## src/rtl/mem_access_master.sv

```systemverilog
// Data-memory initiator: turns one CPU load/store request into memory
// read/write signalling and returns the captured read data on a response.
module mem_access_master #(
    parameter int DATA_WORDS = 2097152,
    parameter int AW         = 32
) (
    input  logic          clk,
    input  logic          reset,
    input  logic          req_valid,
    output logic          req_ready,
    input  logic [1:0]    req_op,
    input  logic [AW-1:0] req_addr1,
    input  logic [AW-1:0] req_addr2,
    input  logic [31:0]   req_wdata,
    output logic          rsp_valid,
    input  logic          rsp_ready,
    output logic [31:0]   rsp_data1,
    output logic [31:0]   rsp_data2,
    output logic          rsp_error,
    output logic          mem_EN,
    output logic [1:0]    mem_read,
    output logic          mem_write,
    output logic [AW-1:0] mem_address1,
    output logic [AW-1:0] mem_address2,
    output logic [31:0]   mem_write_data,
    input  logic [31:0]   mem_data1,
    input  logic [31:0]   mem_data2
);

    typedef enum logic [1:0] {IDLE, ISSUE, WAIT, RESP} state_t;

    localparam logic [1:0] OP_LOAD1 = 2'd0;
    localparam logic [1:0] OP_LOAD2 = 2'd1;
    localparam logic [1:0] OP_STORE = 2'd2;
    localparam logic [AW-1:0] LIMIT = AW'(DATA_WORDS);

    state_t        state, state_d;
    logic [1:0]    op;
    logic [AW-1:0] addr1, addr2;
    logic [31:0]   wdata;
    logic          en;
    logic          ok;
    logic          accept;

    // Unsigned compare over the full width; no wrap-around
    always_comb begin
        ok = 1'b0;
        unique case (op)
            OP_LOAD1: ok = addr1 < LIMIT;
            OP_LOAD2: ok = (addr1 < LIMIT) && (addr2 < LIMIT);
            OP_STORE: ok = addr1 < LIMIT;
            default:  ok = 1'b0;
        endcase
    end

    assign accept    = en && req_valid && (state == IDLE);
    assign req_ready = en && (state == IDLE);
    assign rsp_valid = (state == RESP);
    assign mem_EN    = en;

    assign mem_address1   = addr1;
    assign mem_address2   = addr2;
    assign mem_write_data = wdata;

    always_comb begin
        state_d   = state;
        mem_read  = 2'd0;
        mem_write = 1'b0;
        unique case (state)
            IDLE: begin
                if (accept) state_d = ISSUE;
            end
            ISSUE: begin
                if (!ok) begin
                    state_d = RESP;
                end else if (op == OP_STORE) begin
                    mem_write = 1'b1;
                    state_d   = RESP;
                end else begin
                    mem_read = (op == OP_LOAD2) ? 2'd2 : 2'd1;
                    state_d  = WAIT;
                end
            end
            WAIT: state_d = RESP;
            RESP: begin
                if (rsp_ready) state_d = IDLE;
            end
            default: state_d = IDLE;
        endcase
    end

    always_ff @(posedge clk) begin
        if (!reset) begin
            state     <= IDLE;
            en        <= 1'b0;
            op        <= 2'd0;
            addr1     <= '0;
            addr2     <= '0;
            wdata     <= '0;
            rsp_data1 <= '0;
            rsp_data2 <= '0;
            rsp_error <= 1'b0;
        end else begin
            state <= state_d;
            en    <= 1'b1;
            if (accept) begin
                op    <= req_op;
                addr1 <= req_addr1;
                addr2 <= req_addr2;
                wdata <= req_wdata;
            end
            if (state == ISSUE) begin
                rsp_data1 <= '0;
                rsp_data2 <= '0;
                rsp_error <= !ok;
            end
            // Memory data is registered, so it is valid during WAIT
            if (state == WAIT) begin
                rsp_data1 <= mem_data1;
                rsp_data2 <= (op == OP_LOAD2) ? mem_data2 : 32'd0;
            end
        end
    end

endmodule

```

## config.mk

```make
export PLATFORM = sky130hd
export DESIGN_NAME = mem_access_master
export DESIGN_NICKNAME = d
export VERILOG_FILES = /design/src/rtl/mem_access_master.sv
export SDC_FILE = /design/constraint.sdc
export NUM_CORES = 1
export LEC_CHECK = 0
export BUFFER_PORTS_ARGS = -buffer_cell sky130_fd_sc_hd__buf_2
export CAP_MARGIN = 5
export CORE_AREA = 2 2 130 132
export CTS_BUF_LIST = sky130_fd_sc_hd__clkbuf_4
export DETAILED_ROUTE_END_ITERATION = 6
export DIE_AREA = 0 0 132 134
export PLACE_DENSITY = 0.69
export REMOVE_ABC_BUFFERS = 1
export SYNTH_ARGS = -nofsm -noshare
export SYNTH_HDL_FRONTEND = slang
export SYNTH_SLANG_ARGS = --single-unit
```

## constraint.sdc

```tcl
create_clock -name clk -period 2.01 [get_ports clk]
set_input_delay 0.201 -clock clk [delete_from_list [all_inputs] [get_ports clk]]
set_output_delay 0.201 -clock clk [all_outputs]
set_load 0.005 [all_outputs]
```

==> Flow_metrics.wiki <==
{| class="wikitable"
! Metric !! Value
|-
| Result of the run || finished, violations left
|-
| Failing checks || negative setup slack
|-
| Iter 0 DRT Violations || around 360
|-
| Worst hold path cell count || 5
|-
| Share of the yosys chip area belonging to registers || a little over half
|-
| Hold violation total from the final report || 0
|-
| Classification of the worst-slack hold path || in2reg
|-
| Vias in the first global route || approximately 6,700
|-
| Level count of the clock H-tree || 4
|-
| Net count of the finished layout || between 1,000 and 1,500
|-
| Hold Crit Start || rsp_ready
|-
| Average footprint of a synthesized cell || about 8.2 µm²
|-
| Startpoint type of the worst setup path || flop
|-
| Least-Margin Pin Slew || approximately 0.63 ns
|-
| Overall routing resource usage || a little under a quarter
|-
| CTS tree || done
|-
| Synth top area share || a little over half
|-
| Routed WL || approximately 22,000 µm
|-
| Die Y || ~130 µm
|-
| Clk sinks || about 170
|-
| Floorplan row count || 47
|-
| Commonest register cell after synthesis || sky130_fd_sc_hd__dfxtp_1
|-
| Type of the worst setup path || reg2out
|-
| Max capacitance violation total || 0
|-
| Starting density of the core || between 30% and 40%
|-
| Post-synthesis cell area || slightly above 6000 µm²
|-
| Crit path arrival time || 2.06 ns
|-
| Gate count of the mapped netlist || ~750
|-
| Share of the clock period used by the worst path || 112.4%
|-
| RR Endpoint || rsp_data2[26]
|-
| Post-route clock skew || 0.01925 ns
|-
| Post-route cell area || 10,100 µm²
|-
| Util after Layout || 61.99%
|-
| Distinct cells, synth || 29
|-
| Core area || roughly 16,000 µm²
|-
| Static leakage || approximately 4.8 nW
|-
| Post-DRT Antenna Nets || 0
|-
| CTS Buf Count || 17
|-
| Vias per cell || between 4 and 5
|-
| Largest net degree at the start of global routing || 110
|-
| I/O pin cnt || approximately 330
|-
| Total grt overflow || 0
|-
| Max clock buf depth || 2
|-
| Critical Path Fanout Max || 3
|-
| Wire length of the first global-routing pass || approximately 33,000 µm
|-
| Yosys reg bits || approximately 170
|-
| Top area cells in the synthesized netlist || sky130_fd_sc_hd__dfxtp_1, sky130_fd_sc_hd__a21oi_1, sky130_fd_sc_hd__nand2_1
|-
| Final Setup Violations || 3
|-
| Largest area contributor in the netlist || sky130_fd_sc_hd__dfxtp_1
|-
| Slack of the worst reg-to-reg path || about 0.13 ns
|-
| Setup repair after global routing missed its margin || true
|-
| Worst R2R Path Depth || 5
|-
| Number of DRC violations after detailed routing || 0
|-
| Peak clock frequency supported by timing || between 400 and 500 MHz
|-
| Normalized max-slew margin || 58.29%
|-
| Largest vdd supply drop || between 0.0004 and 0.0005 V
|-
| Total of buffers placed on input and output ports || ~330
|-
| Insertion delay of the later-clocked pin in the worst-skew pair || around 0.54 ns
|-
| CP Data Required Time || roughly 1.8 ns
|-
| Power consumption || 0.008470 W
|-
| DIE AREA || about 18,000 µm²
|-
| Number of antenna violations at the first check in global routing || 2
|-
| DR pass1 iterations || 5
|-
| Origin of the critical flop-to-flop path || state[1]
|-
| Routability congestion estimate from global placement || about 0.77
|-
| Vias || roughly 7,000
|-
| Clock transition at the registers of the reported paths || between 0.1 and 0.15 ns
|-
| Share of flip-flops with an asynchronous set or reset || 0%
|-
| Sink of the worst hold path || state[1]
|-
| Minimum clock period || about 2.3 ns
|-
| Synthesis warning total || 0
|-
| Max-slew violations || 0
|-
| Smallest hold slack || 0.1499 ns
|-
| Kind of end point of the critical path || output port
|-
| Clk root buf || sky130_fd_sc_hd__clkbuf_4
|-
| Layout cell share with drive strength beyond 1 || 32.07%
|-
| Worst path setup slack after routing || -0.2499 ns
|-
| Dominant cell by count in the synthesized netlist || sky130_fd_sc_hd__nand2_1
|-
| Power per cell area || between 800 and 900 nW/µm²
|-
| Commonest cells in the netlist || sky130_fd_sc_hd__nand2_1, sky130_fd_sc_hd__dfxtp_1, sky130_fd_sc_hd__a21oi_1
|-
| Die extent in x || 132 µm
|-
| Total Negative Setup Slacks || -0.6455 ns
|-
| Synth-to-layout area growth || 65.00%
|-
| Post-DP Area || approximately 7900 µm²
|-
| Post-synth EDFFs || 0
|-
| Average routed wire per standard cell || 14.73 µm
|-
| Fillers || 1,333
|-
| Detailed placement HPWL || roughly 13,000 µm
|}
==> worst max path at each step <==
| stage | start | endpoint |
|---|---|---|
| finish | op[1] | mem_read[0] |
| global route | op[1] | mem_read[0] |
| CTS | op[1] | mem_read[0] |
| detailed placement | op[1] | mem_read[0] |
| global placement | op[1] | mem_read[1] |
| floorplan | state[0] | mem_address1[0] |
==> sequential cells by signal, indices dropped and copies added, names as in the netlist <==
signal,cells
mem_write_data,32
mem_address1,32
mem_EN,1
op,2
mem_address2,32
rsp_data2,32
rsp_data1,32
state,2
rsp_error,1
==> routing by layer <==
layer / vias to the layer above / global-route usage [%] / wire length (µm)
met4: 0 / 10.75 / 805
met3: 62 / 6.349 / 1249
met5: - / 0 / 0
met2: 281 / 41.15 / 11020
met1: 3156 / 26.01 / 8478
li1: 3380 / - / -
==> critical path, cell delays in order, from the launching register on <==
cell and delay, ns:
sky130_fd_sc_hd__dfxtp_2 0.37, sky130_fd_sc_hd__inv_2 0.05, sky130_fd_sc_hd__ha_4 0.15, sky130_fd_sc_hd__nor4b_4 0.13, sky130_fd_sc_hd__and3_1 0.19, sky130_fd_sc_hd__o311a_4 0.31
sky130_fd_sc_hd__and2b_2 0.20, sky130_fd_sc_hd__buf_6 0.12
==> per-stage QoR <==
step	setup slack, ns	instances
2_1_floorplan	-0.6654	696
3_3_place_gp	0.1918	1260
3_5_place_dp	0.1280	1260
4_1_cts	-0.3331	1459
5_1_grt	-0.3885	1463
6_report	-0.2499	1463
==> repair_timing <==
item                                    in CTS  in global routing
pin swaps                                    3                  0
buffers inserted                             3                  2
hold buffers                               165                  0
endpoints found under the setup margin       3                 16
gates cloned                                 0                  1
endpoints found under the hold margin      165                  0
resized for setup                           19                  4
==> placed cells by master, fill, tap and decap left out, types with 5 or more instances in the layout <==
master                          instances
sky130_fd_sc_hd__a21oi_1              164
sky130_fd_sc_hd__and2b_1               12
sky130_fd_sc_hd__buf_2                329
sky130_fd_sc_hd__buf_4                 10
sky130_fd_sc_hd__buf_6                  5
sky130_fd_sc_hd__bufinv_16              5
sky130_fd_sc_hd__clkbuf_4              18
sky130_fd_sc_hd__dfxtp_1              162
sky130_fd_sc_hd__dlygate4sd3_1        165
sky130_fd_sc_hd__ha_1                   6
sky130_fd_sc_hd__nand2_1              197
sky130_fd_sc_hd__nor2_1                66
sky130_fd_sc_hd__nor2b_1               53
==> where the power goes <==
group | internal [W] | switching (W)
Combinational | 0.00112 | 0.00129
Clock | 0.00112 | 0.00118
Sequential | 0.00358 | 0.000176
==> area by class of cell <==
class	count	area [µm²]	share of cell area [%]
clock inverter	13	205.2	2.032
clock buffer	18	135.1	1.338
timing repair buffer	513	3510	34.76
inverter	5	21.27	0.2107
sequential	166	3331	32.99
antenna	2	5.005	0.04957
multi-input combinational	526	2615	25.90
tap	220	275.3	2.726
==> cell families after synthesis <==
| logic type | after synthesis | share of synthesized area (%) |
|---|---|---|
| adders and majority gates | 9 | 1.840 |
| AOI/OAI and AO/OA | 168 | 13.92 |
| buffers and inverters | 58 | 4.621 |
| and+or+nand+nor | 346 | 24.98 |
| DFF | 166 | 54.30 |
| muxes | 2 | 0.3271 |
Power figures use the tool's default switching activity.
